==> src/rtl/nc2_pkg.sv <==
// Shared types for the bit-serial two's-complement sign unit: mode codes,
// FSM state encoding and the per-operation negate decode.
package nc2_pkg;

  typedef logic [1:0] mode_t;

  localparam mode_t MODE_PASS = 2'b00;
  localparam mode_t MODE_NEG  = 2'b01;
  localparam mode_t MODE_ABS  = 2'b10;
  localparam mode_t MODE_NABS = 2'b11;

  typedef enum logic [1:0] {
    StIdle  = 2'b00,
    StShift = 2'b01,
    StDone  = 2'b10
  } state_e;

  // Whether the operand must be negated, given the mode and its sign bit.
  function automatic logic neg_decode(input mode_t mode, input logic sign);
    logic neg;
    neg = 1'b0;
    unique case (mode)
      MODE_PASS: neg = 1'b0;
      MODE_NEG:  neg = 1'b1;
      MODE_ABS:  neg = sign;
      MODE_NABS: neg = ~sign;
      default:   neg = 1'b0;
    endcase
    return neg;
  endfunction

  // Only negate and abs can produce an unrepresentable result.
  function automatic logic ovf_mode(input mode_t mode);
    return (mode == MODE_NEG) || (mode == MODE_ABS);
  endfunction

endpackage

==> src/rtl/nc2_neg_bitcell.sv <==
// One-bit serial negator cell: copy bits up to and including the first one,
// invert every bit after it. The seen-one flag is registered by the parent.
module nc2_neg_bitcell (
  input  logic b,
  input  logic neg_en,
  input  logic seen_one_in,
  output logic out_bit,
  output logic seen_one_out
);

  assign out_bit      = (neg_en && seen_one_in) ? ~b : b;
  assign seen_one_out = seen_one_in | b;

endmodule

==> src/rtl/nc2_abs_serial.sv <==
// Bit-serial pass/negate/abs/nabs unit, LSB first, one bit per clock.
// Optional saturation on overflow is enabled by defining NC2_ABS_SAT_EN.
module nc2_abs_serial
  import nc2_pkg::*;
#(
  parameter int unsigned N = 8
) (
  input  logic         clock,
  input  logic         reset,
  input  logic         in_valid,
  output logic         in_ready,
  input  logic [N-1:0] x,
  input  logic [1:0]   mode,
  output logic         out_valid,
  input  logic         out_ready,
  output logic [N-1:0] z,
  output logic         ovf
);

  localparam int unsigned CW = $clog2(N + 1);
  localparam logic [CW-1:0] CntMax = CW'(N);
  localparam logic [N-1:0] MostNeg = {1'b1, {(N-1){1'b0}}};

  state_e         state_q, state_d;
  logic [N-1:0]   sr_q, sr_d;
  logic [N-1:0]   res_q, res_d;
  logic [CW-1:0]  cnt_q, cnt_d;
  logic           seen_q, seen_d;
  logic           neg_en_q, neg_en_d;
  logic           ovf_cand_q, ovf_cand_d;
  logic [N-1:0]   z_q, z_d;
  logic           ovf_q, ovf_d;

  logic           cell_out;
  logic           cell_seen;

  nc2_neg_bitcell u_cell (
    .b            (sr_q[0]),
    .neg_en       (neg_en_q),
    .seen_one_in  (seen_q),
    .out_bit      (cell_out),
    .seen_one_out (cell_seen)
  );

  always_comb begin
    state_d    = state_q;
    sr_d       = sr_q;
    res_d      = res_q;
    cnt_d      = cnt_q;
    seen_d     = seen_q;
    neg_en_d   = neg_en_q;
    ovf_cand_d = ovf_cand_q;
    z_d        = z_q;
    ovf_d      = ovf_q;

    unique case (state_q)
      StIdle: begin
        if (in_valid) begin
          sr_d       = x;
          neg_en_d   = neg_decode(mode_t'(mode), x[N-1]);
          ovf_cand_d = ovf_mode(mode_t'(mode)) && (x == MostNeg);
          cnt_d      = '0;
          seen_d     = 1'b0;
          state_d    = StShift;
        end
      end
      StShift: begin
        if (cnt_q == CntMax) begin
          // Result only becomes visible once all N bits are assembled.
          z_d   = res_q;
          ovf_d = ovf_cand_q;
`ifdef NC2_ABS_SAT_EN
          if (ovf_cand_q) begin
            z_d = {1'b0, {(N-1){1'b1}}};
          end
`endif
          state_d = StDone;
        end else begin
          res_d  = {cell_out, res_q[N-1:1]};
          sr_d   = {1'b0, sr_q[N-1:1]};
          seen_d = cell_seen;
          cnt_d  = cnt_q + 1'b1;
        end
      end
      StDone: begin
        if (out_ready) begin
          state_d = StIdle;
        end
      end
      default: state_d = StIdle;
    endcase
  end

  always_ff @(posedge clock) begin
    if (reset) begin
      state_q    <= StIdle;
      sr_q       <= '0;
      res_q      <= '0;
      cnt_q      <= '0;
      seen_q     <= 1'b0;
      neg_en_q   <= 1'b0;
      ovf_cand_q <= 1'b0;
      z_q        <= '0;
      ovf_q      <= 1'b0;
    end else begin
      state_q    <= state_d;
      sr_q       <= sr_d;
      res_q      <= res_d;
      cnt_q      <= cnt_d;
      seen_q     <= seen_d;
      neg_en_q   <= neg_en_d;
      ovf_cand_q <= ovf_cand_d;
      z_q        <= z_d;
      ovf_q      <= ovf_d;
    end
  end

  assign in_ready  = (state_q == StIdle);
  assign out_valid = (state_q == StDone);
  assign z         = z_q;
  assign ovf       = ovf_q;

endmodule

==> config.mk <==
export PLATFORM = sky130hd
export DESIGN_NAME = nc2_abs_serial
export DESIGN_NICKNAME = d
export VERILOG_FILES = /design/src/rtl/nc2_pkg.sv /design/src/rtl/nc2_neg_bitcell.sv /design/src/rtl/nc2_abs_serial.sv
export SDC_FILE = /design/constraint.sdc
export NUM_CORES = 1
export LEC_CHECK = 0
export ABC_AREA = 1
export CORE_ASPECT_RATIO = 1.4
export CORE_MARGIN = 3
export CORE_UTILIZATION = 40
export CTS_CLUSTER_DIAMETER = 40
export DETAILED_ROUTE_END_ITERATION = 8
export SLEW_MARGIN = 20
export SYNTH_ARGS = -nofsm -noshare
export SYNTH_HDL_FRONTEND = slang
export SYNTH_HIERARCHICAL = 1
export SYNTH_SLANG_ARGS = --single-unit
==> constraint.sdc <==
create_clock -name clock -period 1.7 [get_ports clock]
set_clock_uncertainty 0.1 [all_clocks]
set_input_delay 0.17 -clock clock [delete_from_list [all_inputs] [get_ports clock]]
set_output_delay 0.17 -clock clock [all_outputs]
set_load 0.01 [all_outputs]
-- After elaboration in Yosys (flattened, before gate mapping)
Cells that the tools add are included.
- bits of input ports: 14
- word-level logic and storage cells: 51
- output and inout bits: 11
- bits in registers: 34
- bitwise logic cells: 4
- $add $sub $neg: 1
- reduce and logical (&&, ||, !) cells: 11
- equal/unequal tests: 11
- muxes and demuxes: 15
- operators by type and width (kind ; number):
    $mux W8 ; 2
    $pmux W8 S2 ; 1
    $eq A8 B8 Y1 const B ; 1
    $mux W4 ; 2
    $pmux W4 S2 ; 1
    $eq A2 B2 Y1 const B ; 3
    $mux W2 ; 3
    $ne A2 B2 Y1 const B ; 3
    $pmux W2 S3 ; 1
    $reduce_and A2 Y1 ; 3
    $reduce_and A3 Y1 ; 2
    $add A4 B1 Y4 const B ; 1
    $eq A2 B1 Y1 const B ; 2
    $eq A4 B4 Y1 const B ; 1
    $logic_not A2 Y1 ; 2
    $pmux W1 S4 ; 1
    $mux W1 ; 3
    $not A1 Y1 ; 3
    $logic_and A1 B1 Y1 ; 2
    $ne A2 B1 Y1 const B ; 1
    $pmux W1 S2 ; 1
    $reduce_bool A2 Y1 ; 1
    $logic_or A1 B1 Y1 ; 1
    $or A1 B1 Y1 ; 1

-- Logic depth before layout (Yosys ltp)
Gate-level depths: netlist (run 1).
- depth in word-level cells: 3
- gate-level depth with buffers: 8
- depth with buffers taken out: 8

-- Hierarchy
The synthesis (run 1) kept the hierarchy.
- modules (own cells, without submodules) (module ; instances ; area each (µm²) ; cells an instance):
    nc2_abs_serial ; 1 ; 1534.0 ; 212
    nc2_neg_bitcell ; 1 ; 26.3 ; 6

-- Least setup slack after synthesis (run 1)
Ideal clock, no wire load.
- path type: reg2reg
- start: register cnt_q[0]
- end: register sr_q[2]
- cell stages (with the launch flop): 9
- path slack: 0.296 ns
- setup time: 0.116 ns
- arrival time: 1.188 ns
- period minus slack after synthesis: 1.404 ns
- buffers on the path: 1
- data required time: 1.484 ns
- cells stage by stage: dfxtp_1 > inv_1 > ha_1 > nand3_4 > nand2_4 > nand2_2 > buf_6 > o21ai_0 > nor2_1
- cells in the longest elaborated chain, start to end: 3
- ends and longest elaborated chain (item ; RTL line ; source):
    from (decl) ; nc2_abs_serial.sv:27 ; logic [CW-1:0] cnt_q, cnt_d;
    from (signal assigned) ; nc2_abs_serial.sv:109 ; cnt_q <= cnt_d;
    $eq A4 B4 Y1 ; nc2_abs_serial.sv:68 ; if (cnt_q == CntMax) begin
    $ne A2 B2 Y1 (no line) ; -- ;
    $reduce_and A3 Y1 (no line) ; -- ;
    to (signal assigned) ; nc2_abs_serial.sv:107 ; sr_q <= sr_d;
    to (decl) ; nc2_abs_serial.sv:25 ; logic [N-1:0] sr_q, sr_d;
Every way passes these cells.
A chain may end at the register's enable or synchronous reset.

-- Final worst setup path (run 1)
- start: register state_q[0]
- end: output in_ready
- cells in the longest elaborated chain, start to end: 1
- ends and longest elaborated chain (item ; RTL line ; source):
    from (decl) ; nc2_abs_serial.sv:24 ; state_e state_q, state_d;
    from (signal assigned) ; nc2_abs_serial.sv:96 ; state_q <= StIdle;
    from (signal assigned) ; nc2_abs_serial.sv:106 ; state_q <= state_d;
    $logic_not A2 Y1 ; nc2_abs_serial.sv:118 ; assign in_ready = (state_q == StIdle);
    to (decl) ; nc2_abs_serial.sv:11 ; output logic in_ready,
Every way passes these cells.

==> impl_summary.log, run 1 <==
[metrics] run status: completed
[metrics] number of synthesized flops with an enable pin: 0
[metrics] worst-path fanout max: 3
[metrics] sequential share of power: between 40% and 50%
[metrics] fmax: 0.6399 GHz
[metrics] required time reported for the critical path endpoint: approximately 1.4 ns
[metrics] final design utilization: approximately 53%
[metrics] cell area power density: slightly below 900 mW/mm2
[metrics] synth top area cells: dfxtp_1 (44%), nand2_1 (12%), a21oi_1 (8.7%)
[metrics] count of placed standard cells including taps: ~290
[metrics] routability congestion estimate: 0.8046
[metrics] start point of the worst hold path: z[6]
[metrics] number of clock sinks: 34
[metrics] Net Sw Frac: approximately 27%
[metrics] Synth warnings: 6
[metrics] placed wire-length estimate after detailed placement: approximately 2.4 mm
[metrics] combined area of the multi-input logic cells: 739.5 um2
[metrics] CTS Hold Bufs: 0
[metrics] core area: about 0.0037 mm2
[metrics] static leakage: 0.0007881 uW
[metrics] share of the synthesized area in the top cell type: a little over two fifths
[metrics] I/O pin total: 25
[metrics] Max stage delay on crit path: between 0.5 and 0.6 ns
[metrics] post-route DRC violation count: 0
[metrics] xor-xnor portion of the synthesized cell area: 0%
[metrics] Hold/Removal Path Class: flop to flop
[metrics] Netlist cell types: 23
[metrics] number of antenna violations at the first check in global routing: 0
[metrics] Netlist Area Pre-Place: 0.001560 mm2
[metrics] CP max-delay cell: clkdlybuf4s50_1
[metrics] relative contribution of combinational cells to total power: between 15 and 20%
[metrics] average routed wire per standard cell: ~11 um
[metrics] number of buffers added on ports: 24
[metrics] FF+latch area: roughly 700 um2
[metrics] headroom to the max-slew limit: 81.94%
[metrics] initial standard-cell utilization of the core: between 40 and 50%
[metrics] worst-case hold slack: ~0.36 ns
[metrics] critical register-to-register path startpoint: cnt_q[1]
[metrics] kind of end point of the critical path: output port
[metrics] total net switching power: between 400 and 500 uW
[metrics] fraction of the cycle the final worst path needs: between 90% and 100%
[metrics] number of instances in the synthesized netlist: roughly 220
[metrics] fraction of final layout cells with drive strength greater than 1: roughly 11%
[metrics] post-synthesis async set-or-reset flop share: 0%
[metrics] count of routing violations after the opening detailed-route iteration: between 40 and 50
[metrics] post-synthesis mux area share: 0%
[metrics] Clock Tree Buf Depth: 2
[metrics] Fin Setup TNS: 0 ns
[metrics] most area-hungry cell type in the Yosys netlist: dfxtp_1
[metrics] Max Cap Violations: 0
[metrics] global route overflow: 0
[metrics] CTS tree: built
[metrics] number of vias in the routed layout: between 1000 and 1500
[metrics] number of buffers inserted during clock tree synthesis: 5
[metrics] number of diodes added for antenna fixing: 0
[metrics] simple-gate area share of the yosys netlist: 32.00%
[metrics] master cell of the clock root buffer: clkbuf_8
[metrics] complex-gate fraction of the synthesized area: roughly an eighth
[metrics] Pwr Total: roughly 1700 uW
[metrics] number of flip-flops and latches in the synthesized netlist: 34
[metrics] Primary FF master, synth: dfxtp_1
[metrics] width of the die: slightly below 60 um
[metrics] clock share of power: ~33%
[metrics] Internal Pwr Total: around 1300 uW
[metrics] final count of hold timing violations: 0
[metrics] synthesized-area fraction occupied by adder cells: under 10%
[metrics] IR Drop Worst-Case VDD: 0.5514 mV
[metrics] clock latency reported for the late side of the worst-skew pair: roughly 0.28 ns
[metrics] worst-case register-to-register setup slack: ~0.23 ns
[metrics] Final Max Tran Viols: 0
[metrics] global-route wire length before repair: roughly 5.4 mm
[metrics] final-layout fill cell count: roughly 390
[metrics] final instance count without filler cells: approximately 300
[metrics] launching instance or port of the critical path: state_q[0]
[metrics] dominant cell by count in the synthesized netlist: nand2_1
[metrics] vertical extent of the die: approximately 80 um
[metrics] final critical delay including setup and external delays: 1.563 ns
[metrics] worst endpoint data arrival time: around 1.3 ns
[metrics] most frequent cells after synthesis: nand2_1 (51), dfxtp_1 (34), nor2_1 (28)
[metrics] vias per cell: 4.877
[metrics] RSZ-0062 raised after global routing: no
[metrics] kind of start point of the critical path: flop
[metrics] number of nets in the layout: roughly 270
[metrics] Total Routed Length: roughly 3.3 mm
[metrics] syn_area_per_cell: ~7.2 um2
[metrics] net count after synthesis: ~240
[metrics] final-report setup violation count: 0
[metrics] sequential-to-total area share from yosys stat: 43.62%
[metrics] pin count of the biggest net entering global routing: 21
[metrics] type of the worst setup path: flop to output port
[metrics] combinational family with the most area after synthesis: simple AND/OR/NAND/NOR gates
[metrics] CTS clock-pin slew for the worst setup and hold paths: approximately 0.060 ns
[metrics] total number of placement rows: 26
[metrics] overall track demand over capacity in global routing: approximately 16%
[metrics] Pre-antenna DRT Iters: 4
[metrics] full die area: 0.004697 mm2
[metrics] vias in the first global route: 1249
[metrics] slew at the pin with the worst max-slew slack: 0.2706 ns
[metrics] number of levels the H-tree was split into: 2
[metrics] sequence of cells on the critical path: nor2_2 > clkdlybuf4s50_1
[metrics] Antenna Nets Post-Route: 0
[metrics] Area growth syn-to-layout: 25.42%
## worst paths after layout
check                                 to  depth (start not counted)
worst min-delay path                z[6]                          2
worst min register to register      z[6]                          2
worst max-delay path            in_ready                          2
worst max register to register   sr_q[0]                          8
## area by class of cell
| cell class | count | share of cell area, % |
|---|---|---|
| Multi-Input combinational cell | 155 | 37.79 |
| Sequential cell | 34 | 34.85 |
| Timing Repair Buffer | 35 | 16.62 |
| Clock buffer | 6 | 4.220 |
| Inverter | 20 | 3.836 |
| Tap cell | 42 | 2.685 |
## critical path: cells and delay by family (launching register included)
family,cells,cell delay [ns]
buffers and inverters,1,0.54
flip-flops,1,0.33
AND/OR/NAND/NOR,1,0.14
## per-layer routing
layer / wire, um / global-route usage [%] / up-vias / share of wire (%)
met5: 0 / 0 / - / 0
met3: 128 / 5.663 / 6 / 3.9
met4: 93 / 10.20 / 0 / 2.8
li1: - / - / 761 / -
met1: 1411 / 15.24 / 630 / 43
met2: 1631 / 26.77 / 27 / 50
## registers in the layout, indices dropped and copies added (netlist names)
name and flops:
seen_q 1, z 8, neg_en_q 1, sr_q 8
ovf_cand_q 1, cnt_q 4, ovf 1, res_q 8
state_q 2
## what timing repair did
item                       CTS  global route
setup endpoints to repair    1             1
gates resized for setup      1             1
setup buffers                0             0
## cells by family (layout without fill, tap and decap cells)
| logic type | count (synthesis) | after routing |
|---|---|---|
| AO/OA/AOI/OAI | 38 | 38 |
| adder cells (fa/ha/maj) | 4 | 4 |
| buffers and inverters | 29 | 61 |
| flip-flops | 34 | 34 |
| AND/OR/NAND/NOR | 113 | 113 |
## power by group through the flow
stage,clock network (uW),registers [uW],logic [uW]
final,580,860,308
after global routing,629,864,348
after CTS,601,859,314
after detailed placement,0,876,312
after global placement,0,876,313
after floorplan,0,873,211
## placed cells by master (no fill, tap or decap)
| master | Yosys | final |
|---|---|---|
| nand2_1 | 51 | 51 |
| dfxtp_1 | 34 | 33 |
| nor2_1 | 28 | 28 |
| a21oi_1 | 27 | 27 |
| nand3_1 | 24 | 24 |
| clkdlybuf4s50_1 | 0 | 23 |
| inv_1 | 17 | 17 |
| buf_4 | 2 | 11 |
| o21ai_0 | 10 | 10 |
| clkbuf_8 | 0 | 6 |
| ha_1 | 4 | 4 |
| inv_2 | 3 | 3 |
| nand2_2 | 3 | 3 |
| nor2_2 | 1 | 1 |
| nand3_4 | 1 | 1 |
| nor2_4 | 1 | 1 |
| nand2_4 | 1 | 1 |
| o21ai_1 | 1 | 1 |
| nand4_1 | 1 | 1 |
| nor3_1 | 1 | 1 |
| dlymetal6s2s_1 | 0 | 1 |
| dfxtp_2 | 0 | 1 |
| or2_1 | 1 | 1 |
## per-stage QoR
step / area, um2 / setup WS (ns)
after floorplan: 1560 / 0.2959
after global placement: 1871 / 0.1472
after detailed placement: 1871 / 0.1013
after CTS: 1954 / 0.05160
after global routing: 1957 / 0.06868
final: 1957 / 0.1372
(Power assumes the default switching activity.)
==> inputs of run 2 (changes only) <==
--- a/config.mk
+++ b/config.mk
@@ -11,7 +11,6 @@
 export CORE_UTILIZATION = 40
 export CTS_CLUSTER_DIAMETER = 40
 export DETAILED_ROUTE_END_ITERATION = 8
-export SLEW_MARGIN = 20
 export SYNTH_ARGS = -nofsm -noshare
 export SYNTH_HDL_FRONTEND = slang
 export SYNTH_HIERARCHICAL = 1
==> results of run 2 <==
Final layout, timing and power as in run 1 (identical DEF).
==> inputs of run 3 (changes only) <==
--- a/config.mk
+++ b/config.mk
@@ -10,6 +10,7 @@
 export CORE_MARGIN = 3
 export CORE_UTILIZATION = 40
 export CTS_CLUSTER_DIAMETER = 40
+export CTS_CLUSTER_SIZE = 12
 export DETAILED_ROUTE_END_ITERATION = 8
 export SYNTH_ARGS = -nofsm -noshare
 export SYNTH_HDL_FRONTEND = slang
==> results of run 3 <==
Final layout, timing and power as in run 1 (identical DEF).
